<file path="src/rtl/rf_sequencer.sv">
// Four-state controller that fetches an instruction, reads two operands from an 8x16 register file,
// runs a simple ALU op and writes the result back. One instruction in flight, 4 cycles per instruction.
module rf_sequencer (
  input  logic        clk,
  input  logic        rst,
  input  logic        instr_valid,
  input  logic [15:0] instr,
  output logic        instr_ready,
  output logic [2:0]  rf_rd0_addr,
  output logic [2:0]  rf_rd1_addr,
  input  logic [15:0] rf_rd0_data,
  input  logic [15:0] rf_rd1_data,
  output logic        rf_wr_en,
  output logic [2:0]  rf_wr_addr,
  output logic [15:0] rf_wr_data,
  output logic        done,
  output logic        err,
  output logic        flag_z,
  output logic        flag_c,
  output logic [15:0] result
);

  localparam logic [1:0] S_IDLE = 2'd0;
  localparam logic [1:0] S_READ = 2'd1;
  localparam logic [1:0] S_EXEC = 2'd2;
  localparam logic [1:0] S_WB   = 2'd3;

  logic [1:0]  state_q, state_d;
  logic [15:0] ir_q, ir_d;
  logic [15:0] opa_q, opa_d;
  logic [15:0] opb_q, opb_d;
  logic [15:0] res_q, res_d;
  logic        nz_q, nz_d;
  logic        nc_q, nc_d;
  logic [15:0] result_q, result_d;
  logic        flag_z_q, flag_z_d;
  logic        flag_c_q, flag_c_d;

  logic [3:0]  op;
  logic        op_writes;
  logic [16:0] sum17;
  logic [16:0] addi17;
  logic [15:0] alu_res;
  logic        alu_c;

  assign op        = ir_q[15:12];
  assign op_writes = (op != 4'h0) && (op <= 4'hB);
  assign sum17     = {1'b0, opa_q} + {1'b0, opb_q};
  assign addi17    = {1'b0, opa_q} + {1'b0, {{10{ir_q[5]}}, ir_q[5:0]}};

  // alu_c defaults to the current carry so MOV/LI/NOP/illegal leave it untouched
  always_comb begin
    alu_res = 16'h0000;
    alu_c   = flag_c_q;
    case (op)
      4'h1: begin alu_res = sum17[15:0]; alu_c = sum17[16]; end
      4'h2: begin alu_res = opa_q - opb_q; alu_c = (opa_q < opb_q); end
      4'h3: begin alu_res = opa_q & opb_q; alu_c = 1'b0; end
      4'h4: begin alu_res = opa_q | opb_q; alu_c = 1'b0; end
      4'h5: begin alu_res = opa_q ^ opb_q; alu_c = 1'b0; end
      4'h6: begin alu_res = ~opa_q; alu_c = 1'b0; end
      4'h7: begin alu_res = opa_q << opb_q[3:0]; alu_c = 1'b0; end
      4'h8: begin alu_res = opa_q >> opb_q[3:0]; alu_c = 1'b0; end
      4'h9: alu_res = opa_q;
      4'hA: alu_res = {7'b0, ir_q[8:0]};
      4'hB: begin alu_res = addi17[15:0]; alu_c = addi17[16]; end
      default: alu_res = 16'h0000;
    endcase
  end

  always_comb begin
    state_d  = state_q;
    ir_d     = ir_q;
    opa_d    = opa_q;
    opb_d    = opb_q;
    res_d    = res_q;
    nz_d     = nz_q;
    nc_d     = nc_q;
    result_d = result_q;
    flag_z_d = flag_z_q;
    flag_c_d = flag_c_q;
    case (state_q)
      S_IDLE: begin
        if (instr_valid && instr_ready) begin
          ir_d    = instr;
          state_d = S_READ;
        end
      end
      S_READ: begin
        opa_d   = rf_rd0_data;
        opb_d   = rf_rd1_data;
        state_d = S_EXEC;
      end
      S_EXEC: begin
        res_d   = alu_res;
        nz_d    = (alu_res == 16'h0000);
        nc_d    = alu_c;
        state_d = S_WB;
      end
      S_WB: begin
        if (op_writes) begin
          result_d = res_q;
          flag_z_d = nz_q;
          flag_c_d = nc_q;
        end
        state_d = S_IDLE;
      end
      default: state_d = S_IDLE;
    endcase
  end

  always_ff @(posedge clk or negedge rst) begin
    if (!rst) begin
      state_q  <= S_IDLE;
      ir_q     <= 16'h0000;
      opa_q    <= 16'h0000;
      opb_q    <= 16'h0000;
      res_q    <= 16'h0000;
      nz_q     <= 1'b0;
      nc_q     <= 1'b0;
      result_q <= 16'h0000;
      flag_z_q <= 1'b0;
      flag_c_q <= 1'b0;
    end else begin
      state_q  <= state_d;
      ir_q     <= ir_d;
      opa_q    <= opa_d;
      opb_q    <= opb_d;
      res_q    <= res_d;
      nz_q     <= nz_d;
      nc_q     <= nc_d;
      result_q <= result_d;
      flag_z_q <= flag_z_d;
      flag_c_q <= flag_c_d;
    end
  end

  assign instr_ready = (state_q == S_IDLE) && rst;
  assign rf_rd0_addr = ir_q[8:6];
  assign rf_rd1_addr = ir_q[5:3];
  assign rf_wr_addr  = ir_q[11:9];
  assign rf_wr_data  = res_q;
  assign done        = (state_q == S_WB);
  assign err         = done && (op[3:2] == 2'b11);
  assign rf_wr_en    = done && op_writes;
  assign flag_z      = flag_z_q;
  assign flag_c      = flag_c_q;
  assign result      = result_q;

endmodule

</file>
<file path="config.mk">
export PLATFORM = sky130hd
export DESIGN_NAME = rf_sequencer
export DESIGN_NICKNAME = d
export VERILOG_FILES = /design/src/rtl/rf_sequencer.sv
export SDC_FILE = /design/constraint.sdc
export NUM_CORES = 1
export LEC_CHECK = 0
export ABC_AREA = 1
export CORE_MARGIN = 2
export CORE_UTILIZATION = 35
export CTS_CLUSTER_SIZE = 16
export DETAILED_ROUTE_END_ITERATION = 12
export GPL_TIMING_DRIVEN = 0
export PLACE_DENSITY_LB_ADDON = 0.08
export SYNTH_ARGS = -nofsm -noshare
export SYNTH_HDL_FRONTEND = slang
export SYNTH_SLANG_ARGS = --single-unit
export TNS_END_PERCENT = 10
</file>
<file path="constraint.sdc">
create_clock -name clk -period 3.55 [get_ports clk]
set_input_delay 0.8875 -clock clk [delete_from_list [all_inputs] [get_ports clk]]
set_output_delay 0.8875 -clock clk [all_outputs]
set_load 0.01 [all_outputs]
</file>
==> results of run 1 <==
==> worst max-delay path by stage <==
stage             start          end  depth (start not counted)
6_report       opb_q[2]         nz_q                         19
5_1_grt        opb_q[2]         nz_q                         19
4_1_cts        ir_q[14]     rf_wr_en                          7
2_1_floorplan  opb_q[2]         nz_q                         20
3_3_place_gp        rst  instr_ready                          4
3_5_place_dp   opb_q[2]         nc_q                         17
==> per-layer routing <==
metal	up-vias	wire length (um)
met2	354	15800
met4	0	924
met5	-	0
met1	4561	16600
li1	4691	-
met3	57	2370
==> through the flow <==
stage | instance area (um^2) | power [W] | setup TNS, ps
floorplan | 8580 | 0.00734 | 0
global placement | 9960 | 0.0103 | -213590
detailed placement | 9980 | 0.0103 | -164
CTS | 10300 | 0.0114 | 0
global route | 10300 | 0.0125 | 0
finish | 10300 | 0.0115 | 0
==> report_power, final <==
group,internal (W),leakage [nW],switching (W)
clock network,0.000507,0.141,0.000481
registers,0.00139,1.09,0.000594
logic,0.00274,3.98,0.00578
==> logic make-up after synthesis <==
kind of cell / count (synthesis) / synth area share, %
DFF: 86 / 25.1
AOI/OAI and AO/OA: 186 / 11.3
muxes: 8 / 1.05
adders and majority gates: 80 / 11.9
and+or+nand+nor: 815 / 40.2
buffers and inverters: 209 / 10.4
==> cell type report <==
| cell class | count | area [um^2] |
|---|---|---|
| buffer | 60 | 333 |
| timing repair buffer | 98 | 996 |
| multi-input combinational | 1089 | 5530 |
| fill | 2661 | 13900 |
| tap | 324 | 405 |
| clock buffer | 10 | 239 |
| sequential | 86 | 2150 |
| clock inverter | 6 | 53.8 |
| inverter | 147 | 559 |
==> registers in the layout (all words and copies together) (netlist names) <==
name	cells
opb_q	16
ir_q	16
result	16
state_q	2
opa_q	16
flag_c	1
nz_q	1
nc_q	1
flag_z	1
rf_wr_data	16
==> worst reg2reg max path: stages, from the launching register on <==
cell	delay (ps)
dfrtp_1	350
buf_2	280
clkinv_2	320
ha_1	370
buf_2	170
nor2_1	310
nand2_1	90
nand3_1	170
nand2_1	70
nand2_1	110
nand2_1	100
nand3_1	80
nand2_1	50
nand3_1	70
nand2_1	50
o21ai_1	300
nand2_1	90
nor2_1	110
nand3_1	100
nand2_1	70
==> cells in the mapped netlist, drive strengths merged (4+ instances only) <==
| cell | count |
|---|---|
| nand3 | 185 |
| o22ai | 11 |
| and2 | 6 |
| nand3b | 4 |
| a21oi | 66 |
| mux2 | 8 |
| nand4 | 23 |
| nor3 | 13 |
| o21ai | 99 |
| nand2 | 471 |
| ha | 77 |
| clkbuf | 21 |
| nor2 | 107 |
| buf | 41 |
| inv | 144 |
| dfrtp | 86 |
==> flow_summary.yaml, run 1 <==
worst_setup_path:
  rr_worst_depth: 19
  required_ps: 3830
  cp_data_arrival_time_ps: 3630
  r2r_end: "nz_q"
  critPathBufInv: 3
  reg2reg_slack_ps: 210
  startpoint_type: "flop"
  crit_chain: "buf_2, clkinv_2, ha_1, buf_2, nor2_1, nand2_1, nand3_1, nand2_1, nand2_1, nand2_1, nand3_1, nand2_1, nand3_1, nand2_1, o21ai_1, nand2_1, nor2_1, nand3_1, nand2_1"
  cpPeakStageDelay_ps: 360
  crit_slowest_cell: "ha_1"
  cp_top_family: "simple AND/OR/NAND/NOR gates"
  path_max_fanout: 17
  endpoint_kind: "flop"
  path_class: "reg2reg"
  r2r_start: "opb_q[2]"
  path_common_cell: "nand2_1"
timing:
  rsz0062_at_grt: "false"
  timing.fmax_ghz: 0.299
  tightest_slew_ps: 924
  whs_ps: 444
  fin_crit_ps: 3340
  setup_ws_ps: 209
  setup_violations: 0
  finClkSkew_ps: 16.4
  fin_crit_sh_pct: 94.1
  drv_slew: 0
  finalHoldViolations: 0
  slew_headroom_pct: 38.4
placement:
  hpwlAfterDp_um: 28500
  placed_cells: 1806
  gp_congestion: 0.995
  port-buffer-count: 97
  place_ws_ps: -90.4
final_layout:
  final_nets: 1622
  final_common_cell: "nand2_1"
  utilization_pct: 42.5
  area_growth_pct: 19.7
  drive_gt1_share_pct: 5.75
  layout_common_cells: "nand2_1 (470), nand3_1 (181), inv_1 (137)"
  stdcell_count: 1820
  diodes: 0
global_routing:
  antenna_found_initial: 0
  grt_start_max_net_pins: 69
  gr-usage-all-layers_pct: 27.7
  grt-ovfl-total: 0
  grt_util_met1_pct: 39.4
  grt_pass1_wl_um: 54400
  use_met2_pct: 43.8
  top_usage_layer: "met2"
  grtUsageMet3_pct: 3.77
  grt_pass1_vias: 9149
synth:
  synthFlopType: "dfrtp_1"
  syn_inst: 1384
  syn-cell-area_um2: 8580
  synth_edf_count: 0
  synth-seq-cells: 86
  yosys_warnings: 0
  synthesis.nets: 1515
  async_reset_ff_share_pct: 100
  yosysSeqAreaShare_pct: 25.1
  synth_top_cell_area_share_pct: 25.1
  yosys.area.top_type: "dfrtp_1"
  syn_area_per_cell_um2: 6.20
  synth.area.top_cells: "dfrtp_1 (25%), nand2_1 (21%), ha_1 (11%)"
  synth.distinct_cells: 39
routing:
  drt_iter0_markers: 914
  post_drt_via_cell_ratio: 5.31
  vias: 9663
  drcViolationCount: 0
  routed_wl_um: 35700
  wl_per_cell_um: 19.6
  ant_nets: 0
  drt-pass1-iter-count: 5
power_and_ir_drop:
  vdd_ir_drop_max_v: 0.000518
  p_leak_nw: 5.21
  power_per_cell_area_nw_per_um2: 1120
floorplanning:
  start_util_pct: 35.5
  dieWidth_um: 161
  fp-row-count: 57
  die_height_um: 161
  pin_count: 98
  core_area_um2: 24200
  die_area_um2: 25800
flow_run:
  maxCapViolations: 0
worst_hold_path:
  hold_path_class: "in2async"
clock_tree:
  path_clk_slew_ps: 80
  ctsResizeCount: 1
  cts_buffer_depth: 2
  cts.sinks: 86
  cts_made_buffers: 9
  insertion_delay_ps: 360
  ctsHtreeMaxLevel: 3
  cts_root_buf: "clkbuf_16"
  cts_tree: "built"
  cts_hold_buf: 0
  cts_setup_buffers: 0
run_status:
  status: "complete, no violations"
Power figures use the tool's default switching activity.
==> inputs of run 2 (changes only) <==
GPL_ROUTABILITY_DRIVEN = 0   (was default)
==> flow_summary.yaml, run 2 (synthesis gave the netlist of run 1 again) <==
final_layout:
  fillers: 2689
  area_growth_pct: 19.7
  ff_latch_area_um2: 2150
  drive_gt1_share_pct: 5.75
  final_common_cell: "nand2_1"
  diodes: 0
  utilization_pct: 42.5
  layout_common_cells: "nand2_1 (470), nand3_1 (181), inv_1 (137)"
  multi_input_area_um2: 5530
  final_nets: 1622
floorplanning:
  start_util_pct: 35.5
  fp-row-count: 57
  dieWidth_um: 161
  core_area_um2: 24200
  pin_count: 98
  die_height_um: 161
  die_area_um2: 25800
power_and_ir_drop:
  p_leak_nw: 5.20
  switching_share_pct: 59.2
  power_per_cell_area_nw_per_um2: 1110
  vdd_ir_drop_max_v: 0.000479
  p_int_w: 0.00464
  comb_power_share_pct: 74.0
  pwr-share-clk_pct: 8.7
  p_sw_w: 0.00673
  share_seq_of_total_power_pct: 17.4
clock_tree:
  cts_tree: "built"
  ctsHtreeMaxLevel: 3
  insertion_delay_ps: 360
  cts_hold_buf: 0
  cts_made_buffers: 9
  cts_buffer_depth: 2
  cts.sinks: 86
  path_clk_slew_ps: 80
  cts_root_buf: "clkbuf_16"
global_routing:
  antenna_found_initial: 0
  grt_start_max_net_pins: 69
  grt_pass1_vias: 9218
  gr-usage-all-layers_pct: 26.6
  grt-ovfl-total: 0
  grt_pass1_wl_um: 52900
timing:
  slew_headroom_pct: 44.8
  whs_ps: 439
  setup_violations: 0
  tightest_slew_ps: 828
  timing.fmax_ghz: 0.307
  finalHoldViolations: 0
  fin_crit_sh_pct: 91.8
  fin_crit_ps: 3260
  finClkSkew_ps: 12.2
  drv_slew: 0
  rsz0062_at_grt: "false"
worst_setup_path:
  endpoint_kind: "output pin"
  startpoint_type: "flop"
  cp_data_arrival_time_ps: 2370
  path_class: "reg2out"
  path_max_fanout: 17
  required_ps: 2660
routing:
  routed_wl_um: 34100
  drt-pass1-iter-count: 6
  post_drt_via_cell_ratio: 5.37
  drt_iter0_markers: 870
  drcViolationCount: 0
  vias: 9774
  wl_per_cell_um: 18.7
  ant_nets: 0
worst_hold_path:
  hold_path_class: "in2async"
run_status:
  status: "complete, no violations"
flow_run:
  maxCapViolations: 0
placement:
  port-buffer-count: 97
  hpwlAfterDp_um: 27400
run 2: worst paths after layout:
kind	startpoint	endpoint	slack, ps	depth (start not counted)
worst min-delay path	rst	opb_q[14]	440	1
worst max register to register	opb_q[2]	nz_q	320	19
min in group clk	nz_q	flag_z	470	2
worst max-delay path	ir_q[14]	rf_wr_en	290	6
worst min register to register	nz_q	flag_z	470	2
max in group asynchronous	rst	opb_q[2]	2460	2
run 2: power groups by stage:
stage	clock network, W	registers (W)	logic (W)
6_report	0.000985	0.00197	0.00841
5_1_grt	0.00104	0.00203	0.00940
4_1_cts	0.00100	0.00197	0.00825
3_5_place_dp	0	0.00199	0.00821
3_3_place_gp	0	0.00198	0.00821
2_1_floorplan	0	0.00180	0.00554
run 2: per-layer routing:
metal	GRT usage, %	wire (um)
met1	36.9	15300
met2	42.2	15100
met3	4.55	2570
met4	8.60	1050
met5	0	0
run 2: layout make-up:
| class | instances | share of cell area (%) |
|---|---|---|
| plain buffers | 60 | 3.24 |
| well taps | 324 | 3.95 |
| inverters | 147 | 5.47 |
| repair buffers | 98 | 9.69 |
| flip-flops and latches | 86 | 20.9 |
| clock inverters | 6 | 0.524 |
| multi-input cells | 1089 | 53.9 |
| clock buffers | 10 | 2.33 |
run 2: critical path, stage by stage (launching register included):
cell and delay, ps:
dfrtp_1 410, inv_1 100, ha_1 280, a21oi_1 210, nand2_1 170, clkinvlp_4 270, clkdlybuf4s50_1 580
run 2: through the flow:
step / setup WS (ps) / total power [W] / cells / setup TNS, ps / area, um^2
global route: 56.5 / 0.0125 / 1820 / 0 / 10300
finish: 292 / 0.0114 / 1820 / 0 / 10300
detailed placement: 242 / 0.0102 / 1806 / 0 / 9980
CTS: 153 / 0.0112 / 1821 / 0 / 10300
global placement: -2820 / 0.0102 / 1805 / -215310 / 9960
floorplan: 1040 / 0.00734 / 1384 / 0 / 8580
run 2: what timing repair did:
item	in CTS	in global routing
cloned	0	0
gates resized for setup	0	2
setup endpoints to repair	1	2
buffers inserted	0	0
hold endpoints to repair	0	0
